<file path="src/rtl/vpu_exec_sequencer_if.sv">
// rtl/vpu_exec_sequencer_if.sv - instruction, source-port, VLANE and write-back handshakes of the exec sequencer
interface vpu_exec_sequencer_if #(
    parameter int R_PORT_CNT = 3
);
    logic                  instr_valid_i;
    logic                  instr_ready_o;
    logic [R_PORT_CNT-1:0] instr_rvalid_i;
    logic                  src_start_o;
    logic                  src_done_i;
    logic                  dst_ready_i;
    logic [R_PORT_CNT-1:0] operand_fifo_rden_o;
    logic                  vlane_valid_o;
    logic [3:0]            beat_idx_o;
    logic                  exec_done_o;
    logic                  busy_o;

    modport master (
        output instr_valid_i, instr_rvalid_i, src_done_i, dst_ready_i,
        input  instr_ready_o, src_start_o, operand_fifo_rden_o, vlane_valid_o,
               beat_idx_o, exec_done_o, busy_o
    );

    modport slave (
        input  instr_valid_i, instr_rvalid_i, src_done_i, dst_ready_i,
        output instr_ready_o, src_start_o, operand_fifo_rden_o, vlane_valid_o,
               beat_idx_o, exec_done_o, busy_o
    );
endinterface

</file>
<file path="src/rtl/vpu_exec_sequencer.sv">
// rtl/vpu_exec_sequencer.sv - sequences operand fetch, beat issue and VLANE drain for one vector instruction
// Optional performance counters are enabled by defining VPU_EXEC_SEQ_PERF_EN.
module vpu_exec_sequencer #(
    parameter int R_PORT_CNT = 3,
    parameter int EXEC_CNT   = 2,
    parameter int EXEC_LAT   = 1
) (
    input  logic                  clk,
    input  logic                  rst,
    vpu_exec_sequencer_if.slave   seq
`ifdef VPU_EXEC_SEQ_PERF_EN
    ,
    output logic [31:0]           perf_instr_cnt_o,
    output logic [31:0]           perf_stall_cnt_o
`endif
);

    typedef enum logic [2:0] {
        S_IDLE,
        S_FETCH,
        S_WAIT,
        S_EXEC,
        S_DRAIN
    } state_t;

    localparam logic [3:0] LAST_BEAT  = 4'(EXEC_CNT - 1);
    localparam logic [2:0] DRAIN_INIT = 3'(EXEC_LAT - 1);

    state_t                state_q, state_d;
    logic [R_PORT_CNT-1:0] rvalid_q, rvalid_d;
    logic [3:0]            beat_q, beat_d;
    logic [2:0]            drain_q, drain_d;

    always_ff @(posedge clk) begin
        if (rst) begin
            state_q  <= S_IDLE;
            rvalid_q <= '0;
            beat_q   <= '0;
            drain_q  <= '0;
        end else begin
            state_q  <= state_d;
            rvalid_q <= rvalid_d;
            beat_q   <= beat_d;
            drain_q  <= drain_d;
        end
    end

    always_comb begin
        state_d                 = state_q;
        rvalid_d                = rvalid_q;
        beat_d                  = beat_q;
        drain_d                 = drain_q;
        seq.instr_ready_o       = 1'b0;
        seq.src_start_o         = 1'b0;
        seq.operand_fifo_rden_o = '0;
        seq.vlane_valid_o       = 1'b0;
        seq.beat_idx_o          = '0;
        seq.exec_done_o         = 1'b0;
        seq.busy_o              = (state_q != S_IDLE);

        case (state_q)
            S_IDLE: begin
                seq.instr_ready_o = 1'b1;
                if (seq.instr_valid_i) begin
                    rvalid_d = seq.instr_rvalid_i;
                    beat_d   = '0;
                    state_d  = (|seq.instr_rvalid_i) ? S_FETCH : S_EXEC;
                end
            end
            S_FETCH: begin
                seq.src_start_o = 1'b1;
                state_d         = S_WAIT;
            end
            S_WAIT: begin
                if (seq.src_done_i) begin
                    beat_d  = '0;
                    state_d = S_EXEC;
                end
            end
            S_EXEC: begin
                // A beat issues only when write-back can accept it; otherwise stall in place.
                if (seq.dst_ready_i) begin
                    seq.vlane_valid_o       = 1'b1;
                    seq.operand_fifo_rden_o = rvalid_q;
                    seq.beat_idx_o          = beat_q;
                    if (beat_q == LAST_BEAT) begin
                        beat_d  = '0;
                        drain_d = DRAIN_INIT;
                        state_d = S_DRAIN;
                    end else begin
                        beat_d = beat_q + 4'd1;
                    end
                end
            end
            S_DRAIN: begin
                if (drain_q == 3'd0) begin
                    seq.exec_done_o = 1'b1;
                    state_d         = S_IDLE;
                end else begin
                    drain_d = drain_q - 3'd1;
                end
            end
            default: state_d = S_IDLE;
        endcase

        // Outputs show the reset state already in the reset cycle, cancelling any pending start pulse.
        if (rst) begin
            seq.instr_ready_o       = 1'b1;
            seq.src_start_o         = 1'b0;
            seq.operand_fifo_rden_o = '0;
            seq.vlane_valid_o       = 1'b0;
            seq.beat_idx_o          = '0;
            seq.exec_done_o         = 1'b0;
            seq.busy_o              = 1'b0;
        end
    end

`ifdef VPU_EXEC_SEQ_PERF_EN
    always_ff @(posedge clk) begin
        if (rst) begin
            perf_instr_cnt_o <= '0;
            perf_stall_cnt_o <= '0;
        end else begin
            if (seq.exec_done_o && (perf_instr_cnt_o != 32'hFFFF_FFFF))
                perf_instr_cnt_o <= perf_instr_cnt_o + 32'd1;
            if ((state_q == S_EXEC) && !seq.dst_ready_i && (perf_stall_cnt_o != 32'hFFFF_FFFF))
                perf_stall_cnt_o <= perf_stall_cnt_o + 32'd1;
        end
    end
`endif

endmodule

</file>
<file path="src/flat_wrapper.sv">
// flat-port wrapper written by rule: the top's interface ports become plain ports
module vpu_exec_sequencer_flat 
#(
    parameter int R_PORT_CNT = 3,
    parameter int EXEC_CNT   = 2,
    parameter int EXEC_LAT   = 1
)
  (clk, rst, seq_instr_valid_i, seq_instr_rvalid_i, seq_src_done_i, seq_dst_ready_i, seq_instr_ready_o, seq_src_start_o, seq_operand_fifo_rden_o, seq_vlane_valid_o, seq_beat_idx_o, seq_exec_done_o, seq_busy_o);
  vpu_exec_sequencer_if #(.R_PORT_CNT(R_PORT_CNT)) seq_i ();
  input  logic clk;
  input  logic rst;
  input wire logic [$bits(seq_i.instr_valid_i)-1:0] seq_instr_valid_i;
  input wire logic [$bits(seq_i.instr_rvalid_i)-1:0] seq_instr_rvalid_i;
  input wire logic [$bits(seq_i.src_done_i)-1:0] seq_src_done_i;
  input wire logic [$bits(seq_i.dst_ready_i)-1:0] seq_dst_ready_i;
  output wire logic [$bits(seq_i.instr_ready_o)-1:0] seq_instr_ready_o;
  output wire logic [$bits(seq_i.src_start_o)-1:0] seq_src_start_o;
  output wire logic [$bits(seq_i.operand_fifo_rden_o)-1:0] seq_operand_fifo_rden_o;
  output wire logic [$bits(seq_i.vlane_valid_o)-1:0] seq_vlane_valid_o;
  output wire logic [$bits(seq_i.beat_idx_o)-1:0] seq_beat_idx_o;
  output wire logic [$bits(seq_i.exec_done_o)-1:0] seq_exec_done_o;
  output wire logic [$bits(seq_i.busy_o)-1:0] seq_busy_o;
  assign seq_i.instr_valid_i = seq_instr_valid_i;
  assign seq_i.instr_rvalid_i = seq_instr_rvalid_i;
  assign seq_i.src_done_i = seq_src_done_i;
  assign seq_i.dst_ready_i = seq_dst_ready_i;
  assign seq_instr_ready_o = seq_i.instr_ready_o;
  assign seq_src_start_o = seq_i.src_start_o;
  assign seq_operand_fifo_rden_o = seq_i.operand_fifo_rden_o;
  assign seq_vlane_valid_o = seq_i.vlane_valid_o;
  assign seq_beat_idx_o = seq_i.beat_idx_o;
  assign seq_exec_done_o = seq_i.exec_done_o;
  assign seq_busy_o = seq_i.busy_o;
  vpu_exec_sequencer #(.R_PORT_CNT(R_PORT_CNT), .EXEC_CNT(EXEC_CNT), .EXEC_LAT(EXEC_LAT)) u_core (.clk(clk), .rst(rst), .seq(seq_i));
endmodule
</file>
<file path="config.mk">
export PLATFORM = sky130hd
export DESIGN_NAME = vpu_exec_sequencer_flat
export DESIGN_NICKNAME = d
export VERILOG_FILES = /design/src/rtl/vpu_exec_sequencer_if.sv /design/src/rtl/vpu_exec_sequencer.sv /design/src/flat_wrapper.sv
export SDC_FILE = /design/constraint.sdc
export NUM_CORES = 1
export LEC_CHECK = 0
export CAP_MARGIN = 25
export CORE_MARGIN = 2
export CORE_UTILIZATION = 50
export DETAILED_ROUTE_END_ITERATION = 16
export DONT_BUFFER_PORTS = 1
export PLACE_DENSITY_LB_ADDON = 0.25
export SYNTH_ARGS = -nofsm -noshare
export SYNTH_HDL_FRONTEND = slang
export SYNTH_SLANG_ARGS = --single-unit
</file>
<file path="constraint.sdc">
create_clock -name clk -period 1.94 [get_ports clk]
set_clock_uncertainty 0.15 [all_clocks]
set_input_delay 0.097 -clock clk [delete_from_list [all_inputs] [get_ports clk]]
set_output_delay 0.097 -clock clk [all_outputs]
set_load 0.005 [all_outputs]
</file>
==> flow_summary_export.csv <==
group,metric,value,unit
outcome,outcome,"complete, but fails checks",
outcome,violations,"setup timing",
setup_path,timing.rr.end,"u_core.drain_q[1]$_SDFFE_PP0P_",
timing,setup_slack,-0.00921,ns
cts,cts_buffer_depth,2,
setup_path,start_kind,"flop",
pwr,power.leakage,0.000464,uW
floorplan,dieArea,0.00202,mm^2
cells_and_area,diodes,0,
synthesis,mappedNetlistNets,112,
floorplan,fp.dieH,44.9,um
cells_and_area,area_growth_syn_to_layout,24.6,%
hold_path,hold_path_depth,3,
cts,worstSkewPairLatency,0.28,ns
detailed_routing,drc,0,
timing,worst_slew_pin_slew,0.526,ns
place,portBuffers,0,
global_route,grt_max_degree,15,
setup_path,crit_chain,"inv_2 -> ha_4 -> ha_4 -> or4b_4 -> o21ai_4 -> nand2_4 -> mux2_4",
synthesis,yosysWarnings,0,
setup_path,max_stage_delay,0.50,ns
setup_path,rr_worst_depth,7,
detailed_routing,wl_per_cell,15.8,um
cts,cts_made_buffers,3,
floorplan,start_util,54.4,%
detailed_routing,vias,751,
synthesis,synth_area_leader_cell,"dfxtp_1",
synthesis,synth_mux_area_share,13.9,%
global_route,grt_use_total,22.8,%
timing,slew_headroom,64.8,%
place,place_congestion,0.844,
setup_path,endpoint_kind,"flop",
detailed_routing,ant_nets,0,
timing,rsz0062_at_grt,"yes",
pwr,p_per_area,607,mW/mm^2
hold_path,holdPathEnd,"u_core.rvalid_q[1]$_SDFFE_PP0P_",
synthesis,synthTopCellsByArea,"dfxtp_1, nor2_1, mux2i_1",
timing,drv_slew,0,
synthesis,synth-seq-cells,13,
synthesis,synthAdderAreaFrac,5.97,%
setup_path,crit_buf_inv,1,
synthesis,async_flop_share,0,%
hold_path,hp-class,"input pin to flop",
synthesis,synthCells,100,
cells_and_area,nNetsFinal,127,
cts,htreeDepth,1,
floorplan,fp.dieW,44.9,um
floorplan,rows,14,
global_route,grt_antenna_before_repair,0,
detailed_routing,drt_iter0_drc,17,
floorplan,pin_count,20,
detailed_routing,detail_route.vias_per_cell,5.78,
synthesis,seq_area_frac_synth,31.0,%
synthesis,synth_edf_count,0,
setup_path,regToRegStartpoint,"u_core.drain_q[1]$_SDFFE_PP0P_",
detailed_routing,wl,2050,um
timing,finalSetupViolations,2,
pwr,total_power,634,uW
pwr,peakVddDrop,0.404,mV
setup_path,critPathLaunch,"u_core.drain_q[1]$_SDFFE_PP0P_",
synthesis,avgSynthCellArea,8.38,um^2
setup_path,critPathArrivalTime,1.97,ns
synthesis,synthSimpleGateAreaFrac,30.7,%
timing,hold_viol_final,0,
hold_path,worstHoldStart,"seq_instr_valid_i",
synthesis,yosysTopAreaCellShare,31.0,%
setup_path,crit_type,"flop to flop",
synthesis,netlist_area,838,um^2
cts,root_buffer,"clkbuf_4",
global_route,grt-ovfl-total,0,
place,place_ws,-0.0779,ns
synthesis,synth_cell_types,34,
floorplan,fp.coreArea,0.00154,mm^2
timing,finalCritPeriodShare,100,%
setup_path,crit_top_cell,"ha_4",
cells_and_area,fin_cells,130,
timing,period_minus_slack,1.95,ns
synthesis,synth_compound_area_share,10.7,%
setup_path,r2r_slack,-0.009,ns
place,dp.cells,118,
synthesis,synth_top_family_by_area,"simple AND/OR/NAND/NOR gates",
synthesis,yosys.area_share.xor_xnor,0,%
synthesis,synthFlopType,"dfxtp_1",
timing,fmax,513,MHz
cts,clock_sinks,13,
setup_path,worstPathRequired,1.96,ns
cells_and_area,finish.utilization,67.8,%
cts,clk_pin_slew_worst_paths,0.08,ns
setup_path,critPathSlowestCell,"or4b_4",
place,hpwl,1320,um
synthesis,synth_most_common_cell,"nor2_1",
cts,cts_tree,"done",
cells_and_area,drive_above_1_share,29.8,%
global_route,grt_pass1_wl,3280,um
detailed_routing,drt_pre_antenna_iters,4,
setup_path,critPathMaxFanout,4,
global_route,grt_pass1_vias,730,
flow_run,drv_cap,0,
setup_path,cpLargestDelayFamily,"simple AND/OR/NAND/NOR gates",
synthesis,yosys-top-cells-count,"nor2_1, dfxtp_1, inv_1",
==> flip-flops by register name, summed over array words and instances (netlist names) <==
signal,flops
u_core.drain_q,3
u_core.rvalid_q,3
u_core.beat_q,4
u_core.state_q,3
==> report_power, final <==
part | switching, uW | leakage (uW) | internal [uW] | total [uW]
Clock | 94.0 | 0.0000150 | 79.7 | 174
Combinational | 79.0 | 0.000342 | 76.8 | 156
Sequential | 22.4 | 0.000108 | 282 | 304
==> how the worst max path moves through the flow <==
stage                                           to  slack, ns  cells after the start
finish              u_core.drain_q[1]$_SDFFE_PP0P_     -0.009                      7
global route        u_core.drain_q[2]$_SDFFE_PP0P_      -0.03                      7
CTS                 u_core.drain_q[1]$_SDFFE_PP0P_      -0.06                      7
detailed placement  u_core.drain_q[1]$_SDFFE_PP0P_      -0.08                      7
global placement    u_core.drain_q[1]$_SDFFE_PP0P_     -0.007                      7
floorplan           u_core.drain_q[0]$_SDFFE_PP0P_       0.02                      7
==> cell usage in the layout (no fill, tap or decap), drive strengths merged, types with 3 or more instances in the layout <==
cell and instances:
dlygate4sd3 6, dfxtp 13, mux2 4, or2 3, buf 10, ha 4, a21oi 4, clkbuf 4
nor3 5, inv 8, nor2 18, and2 7, mux2i 6
==> worst min-delay path, delay by kind of cell <==
family        cells  cell delay [ns]
simple gates      2             0.27
mux               1             0.10
==> per-layer routing <==
metal / part of all wire [%] / wire length, um / global-route usage (%)
met5: 0 / 0 / 0
met2: 50 / 1020 / 35.4
met1: 44 / 912 / 31.3
met3: 4.9 / 100 / 2.80
met4: 0.93 / 19 / 10.6
==> final cells by class <==
class | count | area [um^2]
multi-input combinational | 73 | 568
fill | 131 | 497
sequential | 13 | 265
timing repair buffer | 16 | 135
inverter | 8 | 30.0
clock buffer | 4 | 26.3
tap | 16 | 20.0
==> through the flow <==
| stage | hold slack (ns) | area [um^2] | setup TNS [ns] |
|---|---|---|---|
| after detailed placement | 0.0229 | 887 | -0.205 |
| after floorplan | 0.0938 | 841 | 0 |
| after global routing | 0.0855 | 1040 | -0.0803 |
| after global placement | 0.0215 | 887 | -0.0203 |
| after CTS | 0.0670 | 1010 | -0.143 |
| final | 0.0728 | 1040 | -0.0111 |
==> timing repair <==
action,CTS,global route
setup endpoints to repair,3,8
hold endpoints to repair,13,0
pin swaps,2,3
hold buffers,6,0
resized for setup,7,8
buffers inserted,2,0
==> cells by family after synthesis <==
| group | after synthesis |
|---|---|
| multiplexers | 10 |
| buffers and inverters | 14 |
| adder cells (fa/ha/maj) | 4 |
| AND/OR/NAND/NOR | 46 |
| flip-flops | 13 |
| AO/OA/AOI/OAI | 13 |
No activity file was read; power rests on OpenSTA's default activity.
